File: src/rtl/parking_hour_logger.sv
// parking_hour_logger
// Counts car entries per simulated hour, commits each hour's count to an
// external HOURSxDATA_W RAM, then scans the RAM back for display once the
// last hour of the day has been written.
//
// Optional feature macro: PARKING_HOUR_LOGGER_PEAK_EN
//   defined   : tracks the hour with the highest committed count
//   undefined : peak_hour / peak_count are tied to zero
//
// state  | meaning
// -------+-------------------------------------------------------------
// LOG    | counting car_enter pulses for cur_hour
// COMMIT | one-cycle RAM write of the finished hour's count
// SCAN   | day complete; cycle RAM read port, present hour/count pairs

module parking_hour_logger #(
  parameter int HOURS    = 8,
  parameter int ADDR_W   = 3,
  parameter int DATA_W   = 4,
  parameter int SCAN_DIV = 4
) (
  input  logic              clock,
  input  logic              reset_n,
  input  logic              car_enter,
  input  logic              next_hour,
  output logic              wren,
  output logic [ADDR_W-1:0] wraddress,
  output logic [DATA_W-1:0] data,
  output logic [ADDR_W-1:0] rdaddress,
  input  logic [DATA_W-1:0] q,
  output logic [ADDR_W-1:0] cur_hour,
  output logic              day_done,
  output logic              scan_valid,
  output logic [ADDR_W-1:0] scan_hour,
  output logic [DATA_W-1:0] scan_count,
  output logic [ADDR_W-1:0] peak_hour,
  output logic [DATA_W-1:0] peak_count
);

  localparam logic [DATA_W-1:0] CNT_MAX   = '1;
  localparam logic [ADDR_W-1:0] LAST_HOUR = ADDR_W'(HOURS - 1);
  localparam int                DIV_W     = (SCAN_DIV > 2) ? $clog2(SCAN_DIV) : 1;
  localparam logic [DIV_W-1:0]  DIV_LOAD  = DIV_W'(SCAN_DIV - 1);

  typedef enum logic [1:0] {
    LOG    = 2'd0,
    COMMIT = 2'd1,
    SCAN   = 2'd2
  } state_t;

  state_t            state;
  logic [DATA_W-1:0] count;
  logic [DATA_W-1:0] count_inc;
  logic [DIV_W-1:0]  div;

  // Saturating increment of the running hour count.
  always_comb begin
    count_inc = (count == CNT_MAX) ? count : count + DATA_W'(1);
  end

  // Sequencer: counting, one-cycle commit, and the divided readout scan.
  // The scan divider is a down-counter; a pair is captured at terminal count.
  always_ff @(posedge clock or negedge reset_n) begin
    if (!reset_n) begin
      state      <= LOG;
      count      <= '0;
      cur_hour   <= '0;
      wren       <= 1'b0;
      wraddress  <= '0;
      data       <= '0;
      rdaddress  <= '0;
      div        <= '0;
      day_done   <= 1'b0;
      scan_valid <= 1'b0;
      scan_hour  <= '0;
      scan_count <= '0;
    end else begin
      case (state)
        LOG: begin
          // An entry coincident with next_hour belongs to the ending hour.
          count <= car_enter ? count_inc : count;
          if (next_hour) begin
            state     <= COMMIT;
            wren      <= 1'b1;
            wraddress <= cur_hour;
            data      <= car_enter ? count_inc : count;
          end
        end
        COMMIT: begin
          wren  <= 1'b0;
          count <= car_enter ? DATA_W'(1) : '0;
          if (cur_hour == LAST_HOUR) begin
            state     <= SCAN;
            count     <= '0;
            rdaddress <= '0;
            div       <= DIV_LOAD;
            day_done  <= 1'b1;
          end else begin
            state    <= LOG;
            cur_hour <= cur_hour + ADDR_W'(1);
          end
        end
        SCAN: begin
          if (div == '0) begin
            scan_hour  <= rdaddress;
            scan_count <= q;
            scan_valid <= 1'b1;
            rdaddress  <= (rdaddress == LAST_HOUR) ? '0 : rdaddress + ADDR_W'(1);
            div        <= DIV_LOAD;
          end else begin
            div <= div - DIV_W'(1);
          end
        end
        default: state <= LOG;
      endcase
    end
  end

`ifdef PARKING_HOUR_LOGGER_PEAK_EN
  // Peak tracker: strictly greater wins, so ties keep the earlier hour.
  always_ff @(posedge clock or negedge reset_n) begin
    if (!reset_n) begin
      peak_hour  <= '0;
      peak_count <= '0;
    end else if (state == COMMIT && count > peak_count) begin
      peak_hour  <= cur_hour;
      peak_count <= count;
    end
  end
`else
  assign peak_hour  = '0;
  assign peak_count = '0;
`endif

endmodule
File: config.mk
export PLATFORM = sky130hd
export DESIGN_NAME = parking_hour_logger
export DESIGN_NICKNAME = d
export VERILOG_FILES = /design/src/rtl/parking_hour_logger.sv
export SDC_FILE = /design/constraint.sdc
export NUM_CORES = 1
export LEC_CHECK = 0
export ABC_CLOCK_PERIOD_IN_PS = 1550
export CORE_ASPECT_RATIO = 2
export CORE_MARGIN = 2
export CORE_UTILIZATION = 40
export CTS_BUF_LIST = sky130_fd_sc_hd__clkbuf_4
export DETAILED_ROUTE_END_ITERATION = 10
export PLACE_DENSITY = 0.77
export SLEW_MARGIN = 20
export SYNTH_ARGS = -nofsm -noshare
export SYNTH_HDL_FRONTEND = slang
export SYNTH_SLANG_ARGS = --single-unit
File: constraint.sdc
create_clock -name clock -period 1.55 [get_ports clock]
set_input_delay 0.3875 -clock clock [delete_from_list [all_inputs] [get_ports clock]]
set_output_delay 0.3875 -clock clock [all_outputs]
set_load 0.02 [all_outputs]
# Yosys cells after proc, flatten, opt, wreduce, memory -nomap -nowiden
# Cells that the tools add are included.
dict set report word_totals {
  regBits 31
  out_inout_bits 30
  word_cells 55
}
dict set report classes {
  n_addsub 4
  n_eq_ne 8
  n_mux 17
  bitwise 2
  n_reduce_logical 12
}
# operator count
set op_table {}
lappend op_table {{AND reduction 2 bit} 7}
lappend op_table {{two-way mux 3 bit} 3}
lappend op_table {{two-way mux 2 bit} 4}
lappend op_table {{two-way mux 4 bit} 2}
lappend op_table {{case mux 4 bit (2 select lines)} 1}
lappend op_table {{adder 3 x 1 -> 3 bit, second input constant} 2}
lappend op_table {{equality test 3 bit, second input constant} 2}
lappend op_table {{!= test 2 bit, second input constant} 3}
lappend op_table {{case mux 2 bit (3 select lines)} 1}
lappend op_table {{case mux 3 bit (2 select lines)} 1}
lappend op_table {{adder 4 x 1 -> 4 bit, second input constant} 1}
lappend op_table {{equality test 4 bit, second input constant} 1}
lappend op_table {{zero test 2 bit} 2}
lappend op_table {{case mux 2 bit (2 select lines)} 1}
lappend op_table {{nonzero test 2 bit} 2}
lappend op_table {{two-way mux 1 bit} 3}
lappend op_table {{AND reduction 3 bit} 1}
lappend op_table {{equality test 2 x 1 -> 1 bit, second input constant} 1}
lappend op_table {{equality test 2 bit, second input constant} 1}
lappend op_table {{NOT 1 bit} 2}
lappend op_table {{case mux 1 bit (2 select lines)} 1}
lappend op_table {{subtractor 2 x 1 -> 2 bit, second input constant} 1}

# Logic depth before layout (Yosys ltp)
# Gate-level depths: netlist of run 1.
dict set report logic_depth {
  depth_word 4
  mapped_depth 6
}

# Worst setup path after synthesis of run 1
# OpenSTA, ideal clock, no wires.
dict set report synth_path {
  kind {register -> register}
  from {register cur_hour[0]}
  to {register cur_hour[1]}
  setup_time_ns 0.125
  arrival_time_ns 1.527
  t_required_ns 1.425
  path_slack_ns -0.101
  path_stages_with_launch 5
  n_path_buf 0
  period_less_slack_ns 1.651
  path_cell_list {dfrtp_1 ha_1 ha_1 nor3b_2 mux2_2}
}
dict set report synth_between {
  elab_chain_len 3
  elab_cells_between_ends 4
  classes_between {add/sub: 1; eq/ne: 1; bitwise: 1; reduce/logical: 1}
}
# item line
set synth_lines {}
lappend synth_lines {{start, declared} 31} ;# output logic [ADDR_W-1:0] cur_hour,
lappend synth_lines {{start signal, assigned} 100} ;# cur_hour <= cur_hour + ADDR_W'(1);
lappend synth_lines {{branches (longest 3 deep; another with adder 3 x 1 -> 3 bit)} -}
# Several ways; the timed one is not identified.
# A chain may end at the register's enable or synchronous reset.

# Worst setup path in the final report of run 1
dict set report layout_path {
  from {register cur_hour[0]}
  to {register cur_hour[2]}
}
# Same word-level chain as after synthesis.

==> out/metrics.csv, run 1 <==
stage,metric,value,unit
outcome,status,"finished, final reports clean",
die,row_count,31,
synth,avgSynthCellArea,11.1,sq um
hold_path,hold_path_class,in2async,
setup_path,cp_max_fo,4,
sta,max_freq,0.665,GHz
sta,min_period_over_period,96.9,%
clock_network,cts_buffers,5,
sta,postLayoutSetupSlackWorst,47.3,ps
pwr,seqPwrFrac,35.8,%
setup_path,cp-start-kind,flip-flop,
setup_path,timing.rr.end,cur_hour[2],
drt,dr.first_iter.drc_count,13,
pwr,internal_power,2.35,mW
placement,routabilityCongestion,0.758,
global_routing,grt_antenna_before_repair,0,
die,die_y,90.2,um
synth,async_flop_share,100,%
global_routing,grt-ovfl-total,0,
sta,finalMaxSlewViolations,0,
pwr,p_switching,1.50,mW
clock_network,clk_pin_slew,100,ps
cells_and_area,nNetsFinal,195,
flow_run,drv_cap,0,
die,dieArea,4250,sq um
setup_path,worstPathRequired,1780,ps
global_routing,grt_max_degree,32,
synth,netlist_top_cells_area,"dfrtp_1 (52%), mux2_2 (7.6%), ha_1 (5.1%)",
sta,hold_viol_final,0,
cells_and_area,diodes,0,
clock_network,cts_root_buf,clkbuf_4,
die,dieWidth,47.1,um
placement,port_buffers,30,
global_routing,grt_usage,16.8,%
pwr,cellPowerDensity,1910,nW/um^2
setup_path,crit_type,reg2reg,
global_routing,grt_pass1_wl,5160,um
pwr,p_sw_share,38.9,%
synth,ys_seq_area_share,52.2,%
placement,dp_hpwl,2330,um
placement,place_inst,222,
die,core_region_area,3610,sq um
clock_network,htreeDepth,2,
cells_and_area,utilization,55.7,%
synth,synth_seq_cells,31,
cells_and_area,area_growth_syn_to_layout,35.3,%
die,io_pins,38,
sta,setup_tns,0,ps
synth,synthTopCellsByCount,"dfrtp_1 (31), nand2_1 (14), mux2_2 (10), nor2_1 (10), a21oi_1 (8)",
global_routing,grt_pass1_vias,1168,
drt,via_count,1131,
sta,setup_viol,0,
drt,routed_wl,3110,um
synth,yosys.area.top_type,dfrtp_1,
drt,ant_nets,0,
sta,fin_hold_ws,405,ps
setup_path,rr_startpoint,cur_hour[0],
pwr,total_power,3.85,mW
setup_path,endpoint_kind,flip-flop,
clock_network,cts_tree,done,
clock_network,cts_sinks,31,
synth,synth_ff_type,dfrtp_1,
sta,fin_skew,12.6,ps
setup_path,r2r_cells,4,
pwr,comb_power_share,48.4,%
synth,ys_warn_count,0,
sta,grt_setup_unrepaired,yes,
sta,min_period,1500,ps
setup_path,r2r_slack,50,ps
drt,via_per_inst,4.90,
pwr,vdd_drop_max,1250,uV
placement,place_area,1920,sq um
synth,synth_most_common_cell,dfrtp_1,
drt,drc_errors,0,
cells_and_area,layout-drive-gt1-share,26.4,%
die,initial_utilization,41.2,%
setup_path,arrival,1740,ps
pwr,p_leak,0.983,nW
clock_network,insertion_delay,340,ps
placement,pre_cts_ws,-288,ps
drt,drtPass1Iterations,4,
synth,syn_area,1490,sq um
synth,synth_cells,134,
clock_network,clockBufferDepth,2,
synth,synth_cell_type_count,39,
drt,routedWlPerCell,13.5,um
pwr,pwr-share-clk,15.8,%
synth,synth_top_area_share,52.2,%
cells_and_area,fin_area,2010,sq um
synth,synth-edff-count,0,
cells_and_area,final_cells,231,
clock_network,hold_buffers,0,
[power groups by stage]
| stage | Clock [mW] | Combinational, mW | Sequential, mW |
|---|---|---|---|
| after floorplan | 0 | 0.893 | 1.64 |
| after global placement | 0 | 1.88 | 1.36 |
| after detailed placement | 0 | 1.96 | 1.38 |
| after CTS | 0.629 | 1.81 | 1.36 |
| after global routing | 0.659 | 2.03 | 1.44 |
| final | 0.608 | 1.86 | 1.38 |
[how the worst max path moves through the flow]
stage | start | to | slack (ps) | cells after the start
after floorplan | cur_hour[1] | cur_hour[1] | 2 | 4
after global placement | next_hour | data[1] | -250 | 4
after detailed placement | next_hour | data[1] | -290 | 4
after CTS | cur_hour[1] | cur_hour[1] | 6 | 2
after global routing | cur_hour[0] | count[0] | -30 | 6
final | cur_hour[0] | cur_hour[2] | 50 | 4
[state kept, by name, indices dropped and copies added, names as in the netlist, 2 cells and up]
name,count
count,4
cur_hour,3
data,4
div,2
rdaddress,3
scan_count,4
scan_hour,3
state,2
wraddress,3
[critical path, stage by stage, from the launching register on]
cell and delay [ps]:
dfrtp_2 440, ha_4 170, ha_4 160, nor3b_4 290
mux2_4 330
[cell usage in the layout (no fill, tap or decap), types with 2 or more instances in the layout]
master | netlist | routed
dfrtp_1 | 31 | 27
dlygate4sd2_1 | 0 | 20
nand2_1 | 14 | 14
buf_4 | 7 | 14
nor2_1 | 10 | 10
mux2_2 | 10 | 8
a21oi_1 | 8 | 7
conb_1 | 1 | 7
clkdlybuf4s50_1 | 0 | 7
clkbuf_4 | 0 | 5
o21ai_0 | 4 | 4
dfrtp_2 | 0 | 4
inv_1 | 3 | 3
a31oi_1 | 3 | 3
nor2b_1 | 3 | 3
nand2b_1 | 3 | 3
ha_1 | 6 | 3
a32o_1 | 2 | 2
nor3_1 | 2 | 2
o22ai_1 | 2 | 2
mux2i_1 | 2 | 2
mux2_4 | 0 | 2
ha_4 | 0 | 2
clkdlybuf4s15_1 | 0 | 2
[cells by family after synthesis]
family	synth area share, %
AOI/OAI and AO/OA	11.4
xor gates and xnor gates	0.590
buffers and inverters	7.24
DFF	52.2
muxes	8.93
adders and majority gates	5.05
and+or+nand+nor	14.3
other	0.252
[routing by layer]
layer	global-route usage, %	up-vias	part of all wire, %
met4	6.94	0	3.0
li1	-	551	-
met3	6.22	8	4.9
met5	0	-	0
met2	28.9	37	55
met1	16.8	535	37
[repair_timing]
action / CTS / global route
gates resized for setup: 25 / 10
pin swaps: 1 / 2
setup buffers: 0 / 1
setup endpoints to repair: 24 / 8
[cell type report]
class                      instances  area, sq um
fill                             317         1600
sequential                        31          781
multi-input combinational         93          672
timing repair buffer              45          395
tap                               49         61.3
clock inverter                     3         38.8
clock buffer                       5         37.5
inverter                           5         23.8
Note: power is estimated with default switching activity, not from simulation.
==> inputs of run 2 (changes only) <==
--- a/config.mk
+++ b/config.mk
@@ -10,9 +10,12 @@
 export CORE_MARGIN = 2
 export CORE_UTILIZATION = 40
 export CTS_BUF_LIST = sky130_fd_sc_hd__clkbuf_4
+export CTS_CLUSTER_SIZE = 8
 export DETAILED_ROUTE_END_ITERATION = 10
+export MAX_ROUTING_LAYER = met4
 export PLACE_DENSITY = 0.77
 export SLEW_MARGIN = 20
 export SYNTH_ARGS = -nofsm -noshare
 export SYNTH_HDL_FRONTEND = slang
 export SYNTH_SLANG_ARGS = --single-unit
+export TNS_END_PERCENT = 100
==> out/metrics.csv, run 2 (synthesized netlist as in run 1, its figures left out) <==
stage,metric,value,unit
cells_and_area,layout.cells.most_common_list,"dfrtp_1 (27), dlygate4sd2_1 (20), nand2_1 (14), buf_4 (14), nor2_1 (10)",
flow_run,drv_cap,0,
die,dieArea,4250,sq um
cells_and_area,diodes,0,
setup_path,worstPathRequired,1780,ps
drt,routedWlPerCell,13.5,um
cells_and_area,layout-drive-gt1-share,26.4,%
global_routing,grt_usage,17.3,%
placement,place_area,1920,sq um
clock_network,clk_pin_slew,100,ps
drt,via_count,1131,
die,io_pins,38,
placement,routabilityCongestion,0.767,
global_routing,grt_pass1_wl,5180,um
drt,ant_nets,0,
hold_path,hold_path_class,in2async,
outcome,status,"finished, final reports clean",
drt,dr.first_iter.drc_count,11,
die,initial_utilization,41.2,%
pwr,p_leak,0.983,nW
global_routing,grt-ovfl-total,0,
setup_path,endpoint_kind,flip-flop,
setup_path,arrival,1740,ps
clock_network,htreeDepth,2,
sta,min_period_over_period,96.9,%
sta,max_freq,0.665,GHz
placement,port_buffers,30,
sta,hold_viol_final,0,
clock_network,clockBufferDepth,2,
cells_and_area,layout_commonest_cell,dfrtp_1,
setup_path,crit_path_max_incr_delay,440,ps
setup_path,worst_path_max_delay_cell,dfrtp_2,
setup_path,r2r_slack,50,ps
clock_network,cts_tree,done,
global_routing,grt_antenna_before_repair,0,
cells_and_area,top_regs,"count: 4 flops, data: 4 flops, scan_count: 4 flops",
global_routing,grt_pass1_vias,1168,
cells_and_area,utilization,55.7,%
sta,setup_tns,0,ps
drt,via_per_inst,4.90,
clock_network,cts_sinks,31,
drt,routed_wl,3110,um
pwr,vdd_drop_max,1250,uV
setup_path,cp-start-kind,flip-flop,
setup_path,r2r_cells,4,
clock_network,cts_root_buf,clkbuf_4,
die,dieWidth,47.1,um
sta,fin_skew,12.4,ps
setup_path,crit_type,reg2reg,
drt,drtPass1Iterations,4,
setup_path,rr_startpoint,cur_hour[0],
clock_network,insertion_delay,340,ps
die,die_y,90.2,um
global_routing,grt_max_degree,32,
pwr,total_power,3.85,mW
sta,postLayoutSetupSlackWorst,47.3,ps
drt,drc_errors,0,
placement,dp_hpwl,2330,um
setup_path,cp_max_fo,4,
pwr,cellPowerDensity,1910,nW/um^2
placement,pre_cts_ws,-288,ps
setup_path,timing.rr.end,cur_hour[2],
sta,min_period,1500,ps
setup_path,critical_path.cell_chain,ha_4 > ha_4 > nor3b_4 > mux2_4,
sta,grt_setup_unrepaired,yes,
die,core_region_area,3610,sq um
cells_and_area,fin_area,2010,sq um
sta,finalMaxSlewViolations,0,
cells_and_area,nNetsFinal,195,
die,row_count,31,
setup_path,path_common_cell,ha_4,
sta,setup_viol,0,
cells_and_area,area_growth_syn_to_layout,35.3,%
clock_network,cts_buffers,5,
## run 2: cell counts in the layout (fill, tap and decap cells not counted)
No cell type changed its count.
## run 2: critical path, delay by kind of cell (launching register included)
family / cells / cell delay, ps
flops: 1 / 440
fa+ha+maj: 2 / 330
mux: 1 / 330
simple gates: 1 / 290
## run 2: worst max-delay path by stage
stage | from | end | slack, ps | depth (start not counted)
2_1_floorplan | cur_hour[1] | cur_hour[1] | 2 | 4
3_3_place_gp | next_hour | data[1] | -250 | 4
3_5_place_dp | next_hour | data[1] | -290 | 4
4_1_cts | cur_hour[1] | cur_hour[1] | 6 | 2
5_1_grt | cur_hour[0] | count[0] | -30 | 6
6_report | cur_hour[0] | cur_hour[2] | 50 | 4
## run 2: final cells by class
type                       count  area [sq um]
multi-input combinational     93           672
inverter                       5          23.8
sequential                    31           781
tap                           49          61.3
clock buffer                   5          37.5
clock inverter                 3          38.8
fill                         317          1600
timing repair buffer          45           395
## run 2: layer usage
metal  vias up  track usage (%)  part of all wire (%)
met5         -                -                     0
met3         8             5.02                   3.9
met2        37             28.9                    55
met4         0             6.94                   3.0
li1        551                -                     -
met1       535             17.8                    38
## run 2: repair_timing
action,4_1_cts,5_1_grt
setup endpoints to repair,24,8
buffers inserted,0,1
hold buffers,0,0
resized for setup,25,10
pin swaps,1,2
## run 2: power by group
group,switching [mW],internal [mW],total [mW]
logic,0.977,0.884,1.86
clock network,0.277,0.331,0.609
registers,0.242,1.14,1.38
total,1.50,2.35,3.85
## run 2: stage by stage
step                cells  hold WS [ps]
floorplan             140          91.9
global placement      222           441
detailed placement    222           460
CTS                   230           402
global route          231           412
finish                231           405
